$ cat src/rtl/tensor_dump_pkg.sv
// Shared types and constants for the tensor dump streamer.
// The header states exist only when TENSOR_DUMP_HEADER_EN is defined.
package tensor_dump_pkg;

   localparam int unsigned BYTE_W = 8;
   localparam int unsigned WORD_W = 16;

   localparam logic [BYTE_W-1:0] HDR_SYNC = 8'hA5;

`ifdef TENSOR_DUMP_HEADER_EN
   typedef enum logic [2:0] {
      ST_IDLE,
      ST_HDR0,
      ST_HDR1,
      ST_LOAD,
      ST_SEND_HI,
      ST_SEND_LO
   } state_e;
`else
   typedef enum logic [1:0] {
      ST_IDLE,
      ST_LOAD,
      ST_SEND_HI,
      ST_SEND_LO
   } state_e;
`endif

endpackage

$ cat src/rtl/tensor_dump.sv
// Streams LENGTH 16-bit words from a kernel read port as big-endian bytes over a
// valid/ready handshake. Define TENSOR_DUMP_HEADER_EN to prefix each dump with A5, LENGTH[7:0].
module tensor_dump
   import tensor_dump_pkg::*;
#(
   parameter int unsigned TENSOR_ID = 0,
   parameter int unsigned LENGTH    = 4
) (
   input  logic              clock,
   input  logic              reset_n,
   input  logic              start,
   output logic [WORD_W-1:0] read_tensor_id,
   output logic [WORD_W-1:0] read_index,
   input  logic [WORD_W-1:0] read_data,
   output logic [BYTE_W-1:0] byte_out,
   output logic              byte_valid,
   input  logic              byte_ready,
   output logic              busy,
   output logic              done
);

   localparam logic [WORD_W-1:0] LAST_IDX = WORD_W'(LENGTH - 1);
`ifdef TENSOR_DUMP_HEADER_EN
   localparam logic [BYTE_W-1:0] LEN_LO = BYTE_W'(LENGTH);
`endif

   state_e            state_q, state_d;
   logic [WORD_W-1:0] index_q, index_d;
   logic [WORD_W-1:0] word_q, word_d;
   logic [BYTE_W-1:0] byte_q, byte_d;
   logic              valid_q, valid_d;
   logic              done_q, done_d;
   logic              xfer;

   assign xfer           = valid_q & byte_ready;
   assign read_tensor_id = WORD_W'(TENSOR_ID);
   assign read_index     = index_q;
   assign byte_out       = byte_q;
   assign byte_valid     = valid_q;
   assign busy           = (state_q != ST_IDLE);
   assign done           = done_q;

   always_ff @(posedge clock or negedge reset_n) begin
      if (!reset_n) begin
         state_q <= ST_IDLE;
         index_q <= '0;
         word_q  <= '0;
         byte_q  <= '0;
         valid_q <= 1'b0;
         done_q  <= 1'b0;
      end else begin
         state_q <= state_d;
         index_q <= index_d;
         word_q  <= word_d;
         byte_q  <= byte_d;
         valid_q <= valid_d;
         done_q  <= done_d;
      end
   end

   // byte_out/byte_valid are computed one state ahead so they leave as registers.
   always_comb begin
      state_d = state_q;
      index_d = index_q;
      word_d  = word_q;
      byte_d  = byte_q;
      valid_d = valid_q;
      done_d  = 1'b0;
      case (state_q)
         ST_IDLE: begin
            if (start) begin
               index_d = '0;
`ifdef TENSOR_DUMP_HEADER_EN
               state_d = ST_HDR0;
               byte_d  = HDR_SYNC;
               valid_d = 1'b1;
`else
               state_d = ST_LOAD;
`endif
            end
         end
`ifdef TENSOR_DUMP_HEADER_EN
         ST_HDR0: begin
            if (xfer) begin
               state_d = ST_HDR1;
               byte_d  = LEN_LO;
            end
         end
         ST_HDR1: begin
            if (xfer) begin
               state_d = ST_LOAD;
               valid_d = 1'b0;
            end
         end
`endif
         ST_LOAD: begin
            word_d  = read_data;
            byte_d  = read_data[WORD_W-1:BYTE_W];
            valid_d = 1'b1;
            state_d = ST_SEND_HI;
         end
         ST_SEND_HI: begin
            if (xfer) begin
               byte_d  = word_q[BYTE_W-1:0];
               state_d = ST_SEND_LO;
            end
         end
         ST_SEND_LO: begin
            if (xfer) begin
               valid_d = 1'b0;
               if (index_q == LAST_IDX) begin
                  state_d = ST_IDLE;
                  done_d  = 1'b1;
               end else begin
                  index_d = index_q + 16'd1;
                  state_d = ST_LOAD;
               end
            end
         end
         default: state_d = ST_IDLE;
      endcase
   end

endmodule

$ cat config.mk
export PLATFORM = sky130hd
export DESIGN_NAME = tensor_dump
export DESIGN_NICKNAME = d
export VERILOG_FILES = /design/src/rtl/tensor_dump_pkg.sv /design/src/rtl/tensor_dump.sv
export SDC_FILE = /design/constraint.sdc
export NUM_CORES = 1
export LEC_CHECK = 0
export ABC_AREA = 1
export CAP_MARGIN = 20
export CORE_ASPECT_RATIO = 0.5
export CORE_MARGIN = 1.5
export CORE_UTILIZATION = 47
export CTS_BUF_LIST = sky130_fd_sc_hd__clkbuf_4
export DETAILED_ROUTE_END_ITERATION = 8
export GPL_TIMING_DRIVEN = 0
export PLACE_DENSITY = 0.79
export SLEW_MARGIN = 20
export SYNTH_ARGS = -nofsm -noshare
export SYNTH_HDL_FRONTEND = slang
export SYNTH_SLANG_ARGS = --single-unit
$ cat constraint.sdc
create_clock -name clock -period 5.1 [get_ports clock]
set_clock_uncertainty 0.15 [all_clocks]
set_input_delay 1.02 -clock clock [delete_from_list [all_inputs] [get_ports clock]]
set_output_delay 1.02 -clock clock [all_outputs]
set_load 0.005 [all_outputs]
Yosys cells after proc, flatten, opt, wreduce, memory -nomap -nowiden
Index checks and enable logic that the tools add are counted.

word-level totals
  output and inout port bits = 43
  bits in read-only memories = 0
  latch bits = 0
  bits in writable memories = 0
  word-level logic and storage cells = 41
  memories kept = 0
  flip-flop bits (word level) = 36

operators by class
  div/mod/pow operators = 0
  multipliers = 0
  muxes and demuxes = 16
  bitwise gates (word level) = 1
  reductions and logical operators = 9
  eq/ne operators = 8
  order comparisons = 0
  $add $sub $neg = 1
  shifts and indexed selects = 0

operators with widths
  kind                                             number
  two-way mux 16 bit                               3
  case mux 16 bit (2 select lines)                 1
  adder 16 x 1 -> 16 bit (second input constant)   1
  == test 16 x 2 -> 1 bit (second input constant)  1
  case mux 8 bit (2 select lines)                  1
  two-way mux 8 bit                                1
  != test 2 bit (second input constant)            4
  case mux 2 bit (4 select lines)                  1
  nonzero test 2 bit                               4
  two-way mux 2 bit                                3
  two-way mux 1 bit                                5
  == test 2 bit (second input constant)            2
  AND reduction 2 bit                              2
  AND reduction 4 bit                              1
  AND reduction 3 bit                              1
  == test 2 x 1 -> 1 bit (second input constant)   1
  zero test 2 bit                                  1
  case mux 1 bit (2 select lines)                  1
  AND 1 bit                                        1

Longest topological paths before layout
Gate-level depths: netlist (run 1).

  depth after elaboration = 4
  gate-level depth with buffers = 10
  gate-level depth less buffers = 10

Least setup slack after synthesis (run 1)
Ideal clock, no wire load.

  path type = input to register
  start = in byte_ready
  end = reg index_q[2] (netlist: read_index[2])
  path buffers = 1
  stages on the path = 8
  setup time = 0.117 ns
  data arrival time = 1.635 ns
  slack = 3.199 ns
  cells stage by stage = nand2_1 > inv_1 > o21ai_2 > inv_2 > nand3_4 > buf_6 > nand3_1 > nand2_1

between the ends
  longest elaborated chain between the ends = 3

RTL lines
  element                               RTL line           source
  start: declaration                    tensor_dump.sv:17  input logic byte_ready,
  AND 1 bit                             tensor_dump.sv:35  assign xfer = valid_q & byte_ready;
  != test 2 bit (no source line)        --
  AND reduction 4 bit (no source line)  --
  end signal: assignment                tensor_dump.sv:53  index_q <= index_d;
  end: declaration                      tensor_dump.sv:28  logic [WORD_W-1:0] index_q, index_d;

Every way passes these cells.
A chain may end at the register's enable or synchronous reset.

Final worst setup path (run 1)
  start = reg state_q[0]
  end = out busy

between the ends
  longest elaborated chain between the ends = 1

RTL lines
  element                   RTL line           source
  start: declaration        tensor_dump.sv:27  state_e state_q, state_d;
  start signal: assignment  tensor_dump.sv:52  state_q <= state_d;
  nonzero test 2 bit        tensor_dump.sv:40  assign busy = (state_q != ST_IDLE);
  end: declaration          tensor_dump.sv:18  output logic busy,

Every way passes these cells.

==> results of run 1 <==
## registers in the layout, summed over array words and instances, names as in the netlist
register	cells
word_q	8
state_q	2
byte_out	8
read_index	16
byte_valid	1
done	1
## worst reg2reg max path: cells and delay by family, from the launching register on
family                     cells  cell delay, ns
adders and majority gates      1            0.28
buffers and inverters          2            0.49
DFF                            1            0.44
and+or+nand+nor                3            0.44
## per-layer routing
layer,track usage,share of wire
met3,0.0424,0.059
met4,0.0869,0.016
met2,0.356,0.48
met1,0.261,0.45
met5,0,0
## where the power goes
| group | switching (mW) | internal (mW) | total (mW) | leakage (nW) |
|---|---|---|---|---|
| sequential | 0.0556 | 0.370 | 0.426 | 0.456 |
| combinational | 0.291 | 0.237 | 0.528 | 0.916 |
| clock | 0.112 | 0.102 | 0.215 | 0.0412 |
| total | 0.459 | 0.709 | 1.17 | 1.41 |
## area by class of cell
cell class	instances	share of cell area
multi-input cells	232	0.379
flip-flops and latches	36	0.314
repair buffers	47	0.166
plain buffers	22	0.0562
inverters	25	0.0327
well taps	57	0.0248
clock inverters	3	0.0148
clock buffers	5	0.0131
## stage by stage
step / area [um2] / hold WS, ns / utilization
6_report: 2870 / 0.340 / 0.646
5_1_grt: 2870 / 0.356 / 0.646
4_1_cts: 2870 / 0.344 / 0.646
3_5_place_dp: 2790 / 0.313 / 0.628
3_3_place_gp: 2780 / 0.303 / 0.625
2_1_floorplan: 2250 / 0.292 / -
## cell usage after synthesis (all sizes together)
cell type	instances
nand3	28
inv	24
o21a	1
nor3b	1
nor2	41
nor4	1
nor3	2
clkinv	1
dfrtp	36
xnor2	2
xor2	2
buf	22
nand2	107
conb	1
o21ai	5
a21oi	8
ha	5
nand4	5
mux2i	8
## cell families after synthesis
kind of cell | after synthesis
and+or+nand+nor | 185
buffers and inverters | 47
DFF | 36
AOI/OAI and AO/OA | 14
muxes | 8
adders and majority gates | 5
xor gates and xnor gates | 4
other | 1
## worst max path at each step
stage | end | slack [ns]
6_report | busy | 2.26
2_1_floorplan | read_index[2] | 3.20
3_5_place_dp | byte_out[6] | 2.55
3_3_place_gp | read_index[11] | 2.04
5_1_grt | busy | 2.17
4_1_cts | busy | 2.24
==> results.md, run 1 <==
* Most frequent CP cell: inv_1
* Worst-path clk slew at 0.12 ns
* DRT iter0 DRCs at 147
* Post-synth top area share at 0.411
* # fillers at 387
* Gate Count Post-Synth at 300
* Achievable Freq at 0.352 GHz
* Pwr/cell area at 407 nW/um2
* # diodes at 0
* Critical path arrival at 1.67 ns
* Clk_lat worst skew at 0.37 ns
* Hold WC Path Type: flop to flop
* Post-CTS Setup Bufs at 0
* Synthesized-area fraction occupied by adder cells at 0.0286
* Maximum vdd drop at 0.000268 V
* Commonest non-fill, non-tap cells in the layout: 106 x nand2_1, 45 x clkdlybuf4s50_1, 39 x nor2_1, 36 x dfrtp_1, 27 x nand3_1
* Area of the mapped netlist at 2190 um2
* Pre-CTS setup slack at 2.55 ns
* DRC errors left at 0
* Syn. warnings at 0
* Crit path max-delay family: buffers and inverters
* Status: completed
* FF+latch area at 901 um2
* GP Congestion at 0.880
* Reg2Reg Depth at 6
* Final setup vio count at 0
* PnR Total Power at 1.17 mW
* Number of clock sinks at 36
* Hold endpoint: word_q[5]
* Vias per inst at 4.83
* Post-Synth XOR/XNOR Area at 0.0160
* Core ar. at 4450 um2
* Buffers plus inverters on the worst setup path at 3
* DRT Pass-1 Iters at 4
* Die Wd at 99.5 um
* Initial antenna violation count at 0
* Total GRT Usage at 0.208
* Post-Route WL at 4.91 mm
* Vias in the first global route at 1839
* WL/cell at 11.5 um
* Final period utilization at 0.557
* Commonest non-fill, non-tap cell in the layout: nand2_1
* Syn avg cell area at 7.30 um2
* Compound-Gate Fraction of Synth Area at 0.0349
* CTS tree: done
* CP required at 3.93 ns
* RSZ-0062 raised after global routing: false
* Post-synthesis mux area share at 0.0366
* Inst Count DP at 419
* CP max-delay cell: clkdlybuf4s50_1
* Remaining antenna violation count at 0
* #FFs+latches synth at 36
* Num ports at 63
* Register area share after synthesis at 0.411
* Critical Path Max Stage Delay at 0.49 ns
* CP cell instances: inv_1 -> ha_1 -> inv_1 -> clkdlybuf4s50_1
* Share of cells above drive strength 1 at 0.108
* Via count at 2061
* Hold Crit Start: word_q[5]
* Slew Viols, Final at 0
* Startpoint types: flop
* Max H-tree Level at 2
* Netlist cell types at 27
* First-pass GRT wire length at 8.11 mm
* Crit. path cell count at 4
* Die area at 5100 um2
* Top cells by area, synth: dfrtp_1 41%, nand2_1 18%, nor2_1 6.7%
* # rows at 17
* Main combinational cell family by area after synthesis: simple AND/OR/NAND/NOR gates
* Crit-path max FO at 5
* RR Startpoint: state_q[0]
* Longest Clk Path Bufs at 2
* CTS Hold Bufs at 0
* Die height at 51.3 um
* Total negative slack at 0 ns
* Gr ovfl total at 0
* Post-CTS Resized at 0
* Fin. Hold Viols at 0
* DP HPWL at 3.57 mm
* Area growth syn-to-layout at 31.2%
* Area leader, netlist: dfrtp_1
* CP Capture Type: output port
* Fin cells at 427
* Multi-input logic area at 1090 um2
* Largest net degree at the start of global routing at 28
* Hold depth at 2
* Final min period at 2.84 ns
* Setup Crit Path Kind: flop to output port
* Initial Util at 0.493
* # Max-Cap Violations at 0
* Reg2Reg Setup Slack at 3.20 ns
* Nets@finish at 394
* Final worst setup slack at 2.26 ns
* Synth Area in Simple Gates at 0.354
* RR Endpoint: read_index[1]
* Cts bufs inserted at 5
* CTS Root Cell: clkbuf_4
* Leakage power at 1.41 nW
* CP startpoint: state_q[0]
* Port Buf Inserts at 46
Power figures use the tool's default switching activity.
==> inputs of run 2 (changes only) <==
==> constraint.sdc (replaced) <==
create_clock -name clock -period 2.8 [get_ports clock]
set_clock_uncertainty 0.15 [all_clocks]
set_input_delay 0.56 -clock clock [delete_from_list [all_inputs] [get_ports clock]]
set_output_delay 0.56 -clock clock [all_outputs]
set_load 0.005 [all_outputs]
==> results.md, run 2 (synthesis gave the netlist of run 1 again) <==
* Pwr/cell area at 737 nW/um2 (+81%)
* CTS Hold Bufs at 1 (+1)
* Startpoint types: flop
* Setup Crit Path Kind: flop to output port
* RSZ-0062 raised after global routing: false
* Area growth syn-to-layout at 31.7%
* Post-route design area at 2880 um2 (+0.35%)
* # diodes at 0 (unchanged)
* Crit path max-delay family: buffers and inverters
* Initial antenna violation count at 0 (unchanged)
* Post-Route WL at 4.90 mm (-0.10%)
* Pre-CTS setup slack at 0.706 ns (-1.84 ns)
* Longest Clk Path Bufs at 2 (unchanged)
* Fin. Hold Viols at 0 (unchanged)
* Critical path arrival at 1.66 ns (about the same)
* Slew Viols, Final at 0 (unchanged)
* Final min period at 2.37 ns
* Die Wd at 99.5 um (unchanged)
* Critical Path Max Stage Delay at 0.49 ns (about the same)
* CP required at 2.09 ns (-1.84 ns)
* Gr ovfl total at 0 (unchanged)
* Commonest non-fill, non-tap cell in the layout: nand2_1
* Final worst setup slack at 0.426 ns (-1.83 ns)
* DP HPWL at 3.57 mm (unchanged)
* # rows at 17 (unchanged)
* Initial Util at 0.493 (unchanged)
* Core ar. at 4450 um2 (unchanged)
* Die height at 51.3 um (unchanged)
* CP Capture Type: output port
* Num ports at 63 (unchanged)
* CP max-delay cell: clkdlybuf4s50_1
* DRT Pass-1 Iters at 4 (unchanged)
* Hold depth at 2 (unchanged)
* # Max-Cap Violations at 0 (unchanged)
* CTS tree: done
* DRC errors left at 0 (unchanged)
* WL/cell at 11.5 um (-0.34%)
* Achievable Freq at 0.421 GHz
* Crit-path max FO at 5 (unchanged)
* Port Buf Inserts at 46 (unchanged)
* CP cell instances: inv_1 -> ha_1 -> inv_1 -> clkdlybuf4s50_1
* Max H-tree Level at 2 (unchanged)
* Post-CTS Resized at 0 (unchanged)
* GP Congestion at 0.880 (unchanged)
* Largest net degree at the start of global routing at 28 (unchanged)
* Post-CTS Setup Bufs at 0 (unchanged)
* Reg2Reg Depth at 6 (unchanged)
* Buffers plus inverters on the worst setup path at 3 (unchanged)
* Final period utilization at 0.848
* Total negative slack at 0 ns (unchanged)
* Vias in the first global route at 1844 (+0.27%)
* Die area at 5100 um2 (unchanged)
* Placed inst area at 2790 um2 (unchanged)
* Leakage power at 1.42 nW (+0.30%)
* Share of cells above drive strength 1 at 0.108 (-0.000291)
* Max FFs per register at 16 (unchanged)
* First-pass GRT wire length at 8.14 mm (+0.35%)
* CTS Root Cell: clkbuf_4
* Worst-path clk slew at 0.12 ns (about the same)
* DRT iter0 DRCs at 137 (-6.8%)
* Final setup vio count at 0 (unchanged)
* Most frequent CP cell: inv_1
* Status: completed
* Hold WC Path Type: flop to flop
* Vias per inst at 4.83 (+0.15%)
* Commonest non-fill, non-tap cells in the layout: 106 x nand2_1, 45 x clkdlybuf4s50_1, 39 x nor2_1, 36 x dfrtp_1, 27 x nand3_1
* Maximum vdd drop at 0.000488 V (+82%)
* Via count at 2069 (+0.39%)
* Nets@finish at 395 (+0.25%)
* Cts bufs inserted at 5 (unchanged)
* Crit. path cell count at 4 (unchanged)
* Remaining antenna violation count at 0 (unchanged)
* Clk_lat worst skew at 0.36 ns (about the same)
* Number of clock sinks at 36 (unchanged)
* Total GRT Usage at 0.209 (+0.000609)
-- run 2: path summary, 6_finish.rpt --
path,start,end,slack (ns)
setup reg to reg,state_q[0],read_index[1],0.91
hold / removal,word_q[7],word_q[7],0.34
max in group asynchronous,reset_n,word_q[6],1.63
min in group asynchronous,reset_n,read_index[15],0.44
hold reg to reg,word_q[7],word_q[7],0.34
setup / recovery,state_q[0],busy,0.43
-- run 2: per-stage QoR --
step | utilization | hold WS (ns) | total power, mW | cells
detailed placement | 0.628 | 0.302 | 1.75 | 419
CTS | 0.648 | 0.344 | 2.14 | 428
finish | 0.648 | 0.340 | 2.13 | 428
global route | 0.648 | 0.361 | 2.29 | 428
floorplan | - | 0.114 | 1.38 | 315
global placement | 0.625 | 0.303 | 1.72 | 418
-- run 2: area by class of cell --
class	count	area, um2
multi-input combinational	232	1090
buffer	22	161
inverter	25	93.8
fill	386	1560
clock buffer	5	37.5
sequential	36	901
clock inverter	3	42.5
timing repair buffer	48	485
tap	57	71.3
-- run 2: layer usage --
layer	share of wire	wire [um]	global-route usage	vias to the layer above
met5	0	0	0	-
met4	0.015	74	0.0869	0
met3	0.056	273	0.0424	9
met2	0.47	2290	0.357	74
met1	0.46	2260	0.262	930
li1	-	-	-	1056
-- run 2: tightest hold or removal path, delay by kind of cell, from the launching register on --
family / cells / cell delay (ns)
flip-flops: 1 / 0.37
AND/OR/NAND/NOR: 2 / 0.09
-- run 2: where the power goes --
part | total, mW | internal (mW) | switching, mW
clock | 0.388 | 0.186 | 0.202
sequential | 0.777 | 0.675 | 0.102
combinational | 0.961 | 0.432 | 0.529
==> inputs of run 3 (changes only) <==
--- a/config.mk
+++ b/config.mk
@@ -9,7 +9,7 @@
 export CAP_MARGIN = 20
 export CORE_ASPECT_RATIO = 0.5
 export CORE_MARGIN = 1.5
-export CORE_UTILIZATION = 47
+export CORE_UTILIZATION = 45
 export CTS_BUF_LIST = sky130_fd_sc_hd__clkbuf_4
 export DETAILED_ROUTE_END_ITERATION = 8
 export GPL_TIMING_DRIVEN = 0
==> constraint.sdc (replaced) <==
create_clock -name clock -period 2 [get_ports clock]
set_clock_uncertainty 0.15 [all_clocks]
set_input_delay 0.4 -clock clock [delete_from_list [all_inputs] [get_ports clock]]
set_output_delay 0.4 -clock clock [all_outputs]
set_load 0.005 [all_outputs]
==> results.md, run 3 (synthesis gave the netlist of run 1 again) <==
* RR Startpoint: state_q[0]
* Final hold slack at 0.257 ns (-0.0830 ns)
* Status: completed
* Total GRT Usage at 0.206 (-0.00235)
* Remaining antenna violation count at 0 (unchanged)
* Pwr/cell area at 1040 nW/um2 (+40%)
* RSZ-0062 raised after global routing: false
* Met3 Resource Use GR at 0.0413 (-0.00107)
* # rows at 17 (unchanged)
* Initial Util at 0.483 (-0.00925)
* Largest net degree at the start of global routing at 31 (+11%)
* CP required at 1.45 ns (-0.64 ns)
* Share of cells above drive strength 1 at 0.129 (+0.0209)
* Final min period at 1.93 ns
* Vias in the first global route at 1988 (+7.8%)
* Buffers plus inverters on the worst setup path at 1 (-2)
* Total negative slack at 0 ns (unchanged)
* Vias per inst at 4.72 (-2.4%)
* CP max-delay cell: clkdlybuf4s50_1
* Nets@finish at 397 (+0.51%)
* Crit. path cell count at 1 (-3)
* Die area at 5320 um2 (+4.2%)
* Crit path max-delay family: buffers and inverters
* DP HPWL at 3.74 mm (+4.9%)
* Area growth syn-to-layout at 34.1%
* Gr ovfl total at 0 (unchanged)
* Commonest non-fill, non-tap cells in the layout: 106 x nand2_1, 44 x clkdlybuf4s50_1, 39 x nor2_1, 32 x dfrtp_1, 26 x nand3_1
* Commonest non-fill, non-tap cell in the layout: nand2_1
* Hold WC Path Type: input port to asynchronous set/reset pin
* Clk_lat worst skew at 0.35 ns (about the same)
* Startpoint types: flop
* Cts bufs inserted at 5 (unchanged)
* Reg2Reg Setup Slack at 0.12 ns (-0.79 ns)
* CTS Root Cell: clkbuf_4
* Critical path arrival at 1.38 ns (-0.28 ns)
* CTS tree: done
* Number of clock sinks at 36 (unchanged)
* Final period utilization at 0.966
* GR peak layer: met2
* Fin. Hold Viols at 0 (unchanged)
* DRT iter0 DRCs at 92 (-33%)
* CP Capture Type: output port
* Max H-tree Level at 2 (unchanged)
* Maximum vdd drop at 0.000553 V (+13%)
* First-pass GRT wire length at 8.51 mm (+4.5%)
* Core ar. at 4530 um2 (+1.9%)
* Leakage power at 1.42 nW (+0.33%)
* Worst-path clk slew at 0.12 ns (about the same)
* Num ports at 63 (unchanged)
* CP cell instances: clkdlybuf4s50_1
* Post-Route WL at 4.98 mm (+1.6%)
* Final setup vio count at 0 (unchanged)
* GR Layer Usage met1 at 0.248 (-0.0137)
* Slew Viols, Final at 0 (unchanged)
* # fillers at 403 (+4.4%)
* WL/cell at 11.3 um (-0.91%)
* Crit-path max FO at 8 (+3)
* Reg2Reg Depth at 9 (+3)
* Via count at 2072 (+0.14%)
* RR Endpoint: read_index[12]
* # Max-Cap Violations at 0 (unchanged)
* Longest Clk Path Bufs at 2 (unchanged)
* Achievable Freq at 0.518 GHz
* Die Wd at 102 um (+2.1%)
* GR Util met2 at 0.381 (+0.0238)
* Max FFs per register at 16 (unchanged)
* Initial antenna violation count at 0 (unchanged)
* DRT Pass-1 Iters at 4 (unchanged)
* PnR Total Power at 3.04 mW (+43%)
* GP Congestion at 0.880 (unchanged)
* Critical Path Max Stage Delay at 0.54 ns (+0.05 ns)
* DRC errors left at 0 (unchanged)
* Setup Crit Path Kind: flop to output port
* Port Buf Inserts at 46 (unchanged)
* Die height at 52.3 um (+2.1%)
* # diodes at 0 (unchanged)
run 3: worst max-delay path by stage:
stage	slack, ns	end	start
detailed placement	0.08	byte_out[5]	byte_ready
global placement	-0.39	read_index[14]	reset_n
finish	0.07	read_index[13]	read_index[13]
CTS	0.03	read_index[11]	read_index[11]
floorplan	0.37	byte_out[5]	state_q[0]
global route	0.00008	busy	state_q[1]
run 3: through the flow:
| stage | setup slack, ns | instances | util | cell area, um2 |
|---|---|---|---|---|
| 4_1_cts | 0.0250 | 439 | 0.642 | 2910 |
| 2_1_floorplan | 0.371 | 315 | - | 2250 |
| 3_3_place_gp | -0.386 | 427 | 0.616 | 2790 |
| 3_5_place_dp | 0.0786 | 428 | 0.619 | 2800 |
| 6_report | 0.0677 | 439 | 0.648 | 2940 |
| 5_1_grt | 0.0000845 | 439 | 0.648 | 2940 |
run 3: area by class of cell:
| cell class | count | area (um2) | area share |
|---|---|---|---|
| inverters | 25 | 98.8 | 0.0337 |
| clock inverters | 3 | 42.5 | 0.0145 |
| multi-input cells | 232 | 1110 | 0.377 |
| repair buffers | 50 | 499 | 0.170 |
| plain buffers | 22 | 161 | 0.0550 |
| clock buffers | 5 | 37.5 | 0.0128 |
| well taps | 66 | 82.6 | 0.0281 |
| flip-flops and latches | 36 | 906 | 0.309 |
run 3: layer usage:
layer,part of all wire,wire length (um)
met5,0,0
met4,0.0082,41
met3,0.051,255
met2,0.49,2460
met1,0.45,2230
run 3: timing repair:
item	in CTS	in global routing
cloned	0	0
gates resized for setup	2	8
setup endpoints to repair	1	14
hold buffers	1	0
buffers inserted	2	0
hold endpoints to repair	36	0
run 3: power breakdown:
| group | total, mW | leakage, nW | internal [mW] | switching (mW) |
|---|---|---|---|---|
| Sequential | 1.08 | 0.449 | 0.944 | 0.136 |
| Clock | 0.536 | 0.0412 | 0.261 | 0.275 |
| Combinational | 1.42 | 0.932 | 0.646 | 0.778 |
| Total | 3.04 | 1.42 | 1.85 | 1.19 |
